## config.mk

```make
export PLATFORM = sky130hd
export DESIGN_NAME = manchester_encoder
export DESIGN_NICKNAME = d
export VERILOG_FILES = /design/src/rtl/manchester_encoder.sv
export SDC_FILE = /design/constraint.sdc
export NUM_CORES = 1
export LEC_CHECK = 0
export CORE_AREA = 2 2 99 63
export DETAILED_ROUTE_END_ITERATION = 7
export DIE_AREA = 0 0 101 65
export MAX_ROUTING_LAYER = met4
export PLACE_DENSITY = 0.74
export SYNTH_ARGS = -nofsm -noshare
export SYNTH_HDL_FRONTEND = slang
export SYNTH_SLANG_ARGS = --single-unit
```

## constraint.sdc

```tcl
create_clock -name aclk -period 2.3 [get_ports aclk]
set_clock_uncertainty 0.05 [all_clocks]
set_input_delay 0.23 -clock aclk [delete_from_list [all_inputs] [get_ports aclk]]
set_output_delay 0.23 -clock aclk [all_outputs]
set_load 0.01 [all_outputs]
```

## src/rtl/manchester_encoder.sv

```systemverilog
// Frames bytes behind preamble 0xAAD5 and sends them MSB-first as Manchester half-bits (d -> ~d,d).
// First half-bit appears one cycle after buf_full sets; s_axis_tready is low whenever the single holding byte is full.
module manchester_encoder #(
    parameter int FRAME_SIZE       = 4,
    parameter int CLKS_PER_HALFBIT = 4,
    parameter int GAP_HALFBITS     = 8
) (
    input  logic       aclk,
    input  logic       aresetn,
    input  logic [7:0] s_axis_tdata,
    input  logic       s_axis_tvalid,
    output logic       s_axis_tready,
    output logic       tx_out,
    output logic       tx_active,
    output logic       frame_done,
    output logic       underrun
);

    localparam logic [7:0]  DIV_LAST = 8'(CLKS_PER_HALFBIT - 1);
    localparam logic [7:0]  GAP_LAST = 8'(GAP_HALFBITS - 1);
    localparam logic [3:0]  BYTES    = 4'(FRAME_SIZE);
    localparam logic [15:0] PREAMBLE = 16'hAAD5;

    typedef enum logic [1:0] {S_IDLE, S_PREAMBLE, S_DATA, S_GAP} state_t;

    state_t      r_state,      w_state_nxt;
    logic [15:0] r_shift,      w_shift_nxt;
    logic [3:0]  r_bit_cnt,    w_bit_cnt_nxt;
    logic        r_half,       w_half_nxt;
    logic [3:0]  r_byte_cnt,   w_byte_cnt_nxt;
    logic [7:0]  r_div_cnt,    w_div_cnt_nxt;
    logic [7:0]  r_gap_cnt,    w_gap_cnt_nxt;
    logic        r_tx_out,     w_tx_out_nxt;
    logic        r_tx_active,  w_tx_active_nxt;
    logic        r_frame_done, w_frame_done_nxt;
    logic        r_underrun,   w_underrun_nxt;
    logic        r_buf_full;
    logic [7:0]  r_buf_dat;
    logic        w_buf_take;
    logic        w_hb_end;
    logic [3:0]  w_byte_cnt_inc;

    assign s_axis_tready  = ~r_buf_full;
    assign tx_out         = r_tx_out;
    assign tx_active      = r_tx_active;
    assign frame_done     = r_frame_done;
    assign underrun       = r_underrun;
    assign w_hb_end       = (r_div_cnt == DIV_LAST);
    assign w_byte_cnt_inc = r_byte_cnt + 4'd1;

    always_comb begin
        w_state_nxt      = r_state;
        w_shift_nxt      = r_shift;
        w_bit_cnt_nxt    = r_bit_cnt;
        w_half_nxt       = r_half;
        w_byte_cnt_nxt   = r_byte_cnt;
        w_gap_cnt_nxt    = r_gap_cnt;
        w_tx_out_nxt     = r_tx_out;
        w_tx_active_nxt  = r_tx_active;
        w_frame_done_nxt = 1'b0;
        w_underrun_nxt   = 1'b0;
        w_buf_take       = 1'b0;
        w_div_cnt_nxt    = (r_state == S_IDLE || w_hb_end) ? 8'd0 : r_div_cnt + 8'd1;

        case (r_state)
            S_IDLE: begin
                if (r_buf_full) begin
                    w_state_nxt     = S_PREAMBLE;
                    w_shift_nxt     = PREAMBLE;
                    w_bit_cnt_nxt   = 4'd15;
                    w_half_nxt      = 1'b0;
                    w_byte_cnt_nxt  = 4'd0;
                    w_tx_out_nxt    = ~PREAMBLE[15];
                    w_tx_active_nxt = 1'b1;
                end
            end
            S_PREAMBLE, S_DATA: begin
                if (w_hb_end) begin
                    if (!r_half) begin
                        w_half_nxt   = 1'b1;
                        w_tx_out_nxt = r_shift[15];
                    end else if (r_bit_cnt != 4'd0) begin
                        w_half_nxt    = 1'b0;
                        w_shift_nxt   = {r_shift[14:0], 1'b0};
                        w_bit_cnt_nxt = r_bit_cnt - 4'd1;
                        w_tx_out_nxt  = ~r_shift[14];
                    end else begin
                        // Unit finished: either chain the held byte in with no dead cycle, or close the frame.
                        if (r_state == S_DATA) begin
                            w_byte_cnt_nxt = w_byte_cnt_inc;
                        end
                        if (r_state == S_DATA && w_byte_cnt_inc == BYTES) begin
                            w_frame_done_nxt = 1'b1;
                        end else if (!r_buf_full) begin
                            w_underrun_nxt = 1'b1;
                        end else begin
                            w_state_nxt   = S_DATA;
                            w_shift_nxt   = {r_buf_dat, 8'h00};
                            w_bit_cnt_nxt = 4'd7;
                            w_half_nxt    = 1'b0;
                            w_tx_out_nxt  = ~r_buf_dat[7];
                            w_buf_take    = 1'b1;
                        end
                        if (w_frame_done_nxt || w_underrun_nxt) begin
                            w_state_nxt     = S_GAP;
                            w_tx_out_nxt    = 1'b0;
                            w_tx_active_nxt = 1'b0;
                            w_gap_cnt_nxt   = 8'd0;
                        end
                    end
                end
            end
            S_GAP: begin
                if (w_hb_end) begin
                    if (r_gap_cnt == GAP_LAST) begin
                        w_state_nxt = S_IDLE;
                    end else begin
                        w_gap_cnt_nxt = r_gap_cnt + 8'd1;
                    end
                end
            end
            default: w_state_nxt = S_IDLE;
        endcase
    end

    always_ff @(posedge aclk or negedge aresetn) begin
        if (!aresetn) begin
            r_state      <= S_IDLE;
            r_shift      <= 16'd0;
            r_bit_cnt    <= 4'd0;
            r_half       <= 1'b0;
            r_byte_cnt   <= 4'd0;
            r_div_cnt    <= 8'd0;
            r_gap_cnt    <= 8'd0;
            r_tx_out     <= 1'b0;
            r_tx_active  <= 1'b0;
            r_frame_done <= 1'b0;
            r_underrun   <= 1'b0;
        end else begin
            r_state      <= w_state_nxt;
            r_shift      <= w_shift_nxt;
            r_bit_cnt    <= w_bit_cnt_nxt;
            r_half       <= w_half_nxt;
            r_byte_cnt   <= w_byte_cnt_nxt;
            r_div_cnt    <= w_div_cnt_nxt;
            r_gap_cnt    <= w_gap_cnt_nxt;
            r_tx_out     <= w_tx_out_nxt;
            r_tx_active  <= w_tx_active_nxt;
            r_frame_done <= w_frame_done_nxt;
            r_underrun   <= w_underrun_nxt;
        end
    end

    // Take and handshake never coincide: tready is low whenever a take is possible.
    always_ff @(posedge aclk or negedge aresetn) begin
        if (!aresetn) begin
            r_buf_full <= 1'b0;
            r_buf_dat  <= 8'd0;
        end else if (w_buf_take) begin
            r_buf_full <= 1'b0;
        end else if (s_axis_tvalid && !r_buf_full) begin
            r_buf_full <= 1'b1;
            r_buf_dat  <= s_axis_tdata;
        end
    end

endmodule

```

==> flow_metrics.env <==
export IMPL_finalSetupViolCount=0
export IMPL_synth_edf_count=0
export IMPL_die_y_um=65
export IMPL_m1WireLength_mm=3.52
export IMPL_ys_seq_area_share_pct=47.5
export IMPL_crit_type="reg -> reg"
export IMPL_cp_cell_sequence="inv_1 -> ha_2 -> nor4bb_4 -> buf_4 -> o311ai_4 -> or3_4 -> mux2_4"
export IMPL_overflow=0
export IMPL_start_kind="register"
export IMPL_syn_inst=283
export IMPL_async_reset_ff_share_pct=100
export IMPL_instances_no_fill=394
export IMPL_max_freq_mhz=447
export IMPL_synth_ff_type="dfrtp_1"
export IMPL_maxSlewViolCount=0
export IMPL_n_antenna_cell=0
export IMPL_crit_path_max_incr_delay_ps=440
export IMPL_cts_tree="done"
export IMPL_fin_util_pct=60.6
export IMPL_dr_wl_met3_um=410
export IMPL_numPortBuffers=15
export IMPL_max_clock_path_buffers=2
export IMPL_final_nets=339
export IMPL_p_leak_nw=1.45
export IMPL_arrival_ps=2380
export IMPL_ant_nets=0
export IMPL_ioPinCount=16
export IMPL_firstDrtPassIters=5
export IMPL_cts_root_buf="clkbuf_8"
export IMPL_place_gp_congestion=0.915
export IMPL_die_area_mm2=0.00657
export IMPL_num_vias=2342
export IMPL_drtIter0Drc=226
export IMPL_fillerInstances=467
export IMPL_wirelength_mm=6.74
export IMPL_worstHoldPathType="in -> async"
export IMPL_power_density_mw_per_mm2=815
export IMPL_core_mm2=0.00578
export IMPL_wl_per_cell_um=17.1
export IMPL_required_ps=2440
export IMPL_yosysWarnings=0
export IMPL_syn_mean_instance_area_um2=10.4
export IMPL_grtUsageTotal_pct=21.9
export IMPL_netlist_area_mm2=0.00295
export IMPL_route_detailed_drc=0
export IMPL_finalCriticalPeriod_ps=2240
export IMPL_slew_headroom_pct=72.7
export IMPL_numCtsBuffers=5
export IMPL_die_x_um=101
export IMPL_ctsHtreeMaxLevel=2
export IMPL_clock_latency_ps=310
export IMPL_syn_nets=301
export IMPL_dp_cells=383
export IMPL_synth_cell_type_count=60
export IMPL_cts_sinks=56
export IMPL_grt_pass1_wl_mm=10.8
export IMPL_hpwl_mm=4.83
export IMPL_path_clk_slew_ps=100
export IMPL_viasPerCell=5.94
export IMPL_start_util_pct=51.1
export IMPL_cp_slowest_cell="or3_4"
export IMPL_grt_pass1_vias=2132
export IMPL_finalCritPeriodShare_pct=97.3
export IMPL_antenna_found_initial=0
export IMPL_crit_buf_inv=2
export IMPL_ir_worst_vdd_mv=0.468
export IMPL_met2_length_mm=2.76
export IMPL_syn_to_final_growth_pct=18.6
export IMPL_grt_max_degree=27
export IMPL_hold_violations=0
export IMPL_synth_seq_cells=56
export IMPL_tightest_slew_ps=404
export IMPL_crit_path_end_kind="register"
export IMPL_critPathTopFamily="simple AND/OR/NAND/NOR gates"
export IMPL_top_layer="met4"
export IMPL_drv_cap=0
export IMPL_status="finished, final reports clean"
export IMPL_layout_drive_gt1_share_pct=22.0
export IMPL_path_max_fanout=8
export IMPL_p_total_w=0.00286
export IMPL_std_cell_rows=22
export IMPL_r2r_slack_ps=60
[layout make-up]
type                    instances  area (um2)  share of cell area [%]
flip-flops and latches         56        1400                    40.0
inverters                      20        75.1                    2.14
clock inverters                 1        7.51                   0.214
well taps                      72        90.1                    2.57
repair buffers                 45         377                    10.7
multi-input cells             193        1470                    41.9
clock buffers                   7        86.3                    2.46
[flip-flops by register name, indices dropped and copies added, names as in the netlist]
signal and count:
r_shift 16, r_buf_dat 8, r_div_cnt 8, r_gap_cnt 8
r_bit_cnt 4, r_byte_cnt 4, r_state 2, frame_done 1
r_buf_full 1, r_half 1, tx_active 1, tx_out 1
underrun 1
[worst paths after layout]
kind | cells after the start | startpoint | to
worst min-delay path | 2 | aresetn | r_buf_dat[0]$_DFFE_PN0P_
worst min register to register | 1 | r_bit_cnt[0]$_DFFE_PN0P_ | r_bit_cnt[0]$_DFFE_PN0P_
max in group asynchronous | 3 | aresetn | r_shift[12]$_DFFE_PN0P_
min in group aclk | 1 | r_bit_cnt[0]$_DFFE_PN0P_ | r_bit_cnt[0]$_DFFE_PN0P_
worst max-delay path | 7 | r_state[0]$_DFFE_PN0P_ | r_gap_cnt[0]$_DFFE_PN0P_
worst max register to register | 7 | r_state[0]$_DFFE_PN0P_ | r_gap_cnt[0]$_DFFE_PN0P_
[layer usage]
metal	vias to the layer above	track usage (%)
li1	1113	-
met3	7	4.31
met2	78	28.1
met4	0	3.89
met1	1144	35.4
met5	-	-
[Yosys cell counts (3+ instances only)]
cell type / number / area share [%]
mux2i_1: 6 / 2.0
nand2_1: 16 / 2.0
nor2b_1: 4 / 0.85
a21oi_1: 8 / 1.4
and2_1: 3 / 0.64
xnor2_1: 4 / 1.2
o211ai_1: 4 / 1.0
or4_1: 3 / 0.76
and3_1: 4 / 0.85
nand2b_1: 4 / 0.85
nor3_1: 3 / 0.51
mux2_2: 11 / 4.2
a221oi_1: 3 / 0.89
nand3b_1: 4 / 1.0
dfrtp_1: 56 / 47
clkbuf_1: 10 / 1.3
o21ai_0: 9 / 1.5
nor4_1: 8 / 1.7
nand3_1: 9 / 1.5
a32o_1: 3 / 1.0
a221o_1: 4 / 1.4
o31ai_1: 7 / 1.8
nand4_1: 3 / 0.64
ha_1: 7 / 3.0
buf_2: 3 / 0.51
nor2_1: 23 / 2.9
inv_1: 20 / 2.5
[metrics by stage]
step	TNS, ps	setup slack (ps)	hold WS [ps]	instance area, um2
after global routing	-315	-41.5	262	3500
after floorplan	0	47.8	-116	2950
final	0	61.1	244	3500
after global placement	0	85.0	46.1	3330
after detailed placement	0	42.7	46.0	3330
after CTS	0	12.2	247	3430
[cells by family after synthesis]
logic type      count (synthesis)  synth area share, %
compound gates                 61                 16.1
xor+xnor                        6                 1.78
fa+ha+maj                       7                 2.97
buf+inv                        34                 4.70
flops                          56                 47.5
mux                            19                 7.25
simple gates                  100                 19.8
[repair_timing]
item / CTS / global route
endpoints found under the setup margin: 0 / 28
resized for setup: 0 / 12
hold buffers: 1 / 0
hold endpoints to repair: 8 / 0
setup buffers: 0 / 2
[power by group]
| part | switching [W] | total (W) | internal [W] |
|---|---|---|---|
| logic | 0.000515 | 0.000978 | 0.000463 |
| registers | 0.000135 | 0.00132 | 0.00118 |
| clock network | 0.000316 | 0.000561 | 0.000246 |
| total | 0.000966 | 0.00286 | 0.00189 |
[layout by cell type (no fill, tap or decap), types with 2 or more instances in the layout]
cell type / netlist / routed
mux2i_1: 6 / 6
nor3_2: 2 / 2
o21ai_0: 9 / 8
nor2_1: 23 / 23
xor2_1: 2 / 2
o41ai_1: 2 / 2
nand3_1: 9 / 9
or3b_2: 2 / 2
a31oi_1: 2 / 2
a221o_1: 4 / 4
mux2_2: 11 / 11
a221oi_1: 3 / 3
dfrtp_1: 56 / 56
nor2b_1: 4 / 4
a32o_1: 3 / 3
a21oi_1: 8 / 8
clkbuf_8: 0 / 6
clkdlybuf4s50_1: 0 / 14
a21o_1: 2 / 2
or4_1: 3 / 3
nor3_1: 3 / 3
ha_2: 0 / 2
o31ai_1: 7 / 7
a211o_1: 2 / 2
xnor2_1: 4 / 4
buf_4: 0 / 28
inv_1: 20 / 20
and3_1: 4 / 4
mux2_4: 2 / 2
o211ai_1: 4 / 4
ha_1: 7 / 4
and2_1: 3 / 3
nand3b_1: 4 / 4
nor4_1: 8 / 8
nand2b_1: 4 / 4
or4bb_4: 0 / 2
nand4_1: 3 / 3
nand2_1: 16 / 16
(Power assumes the default switching activity.)
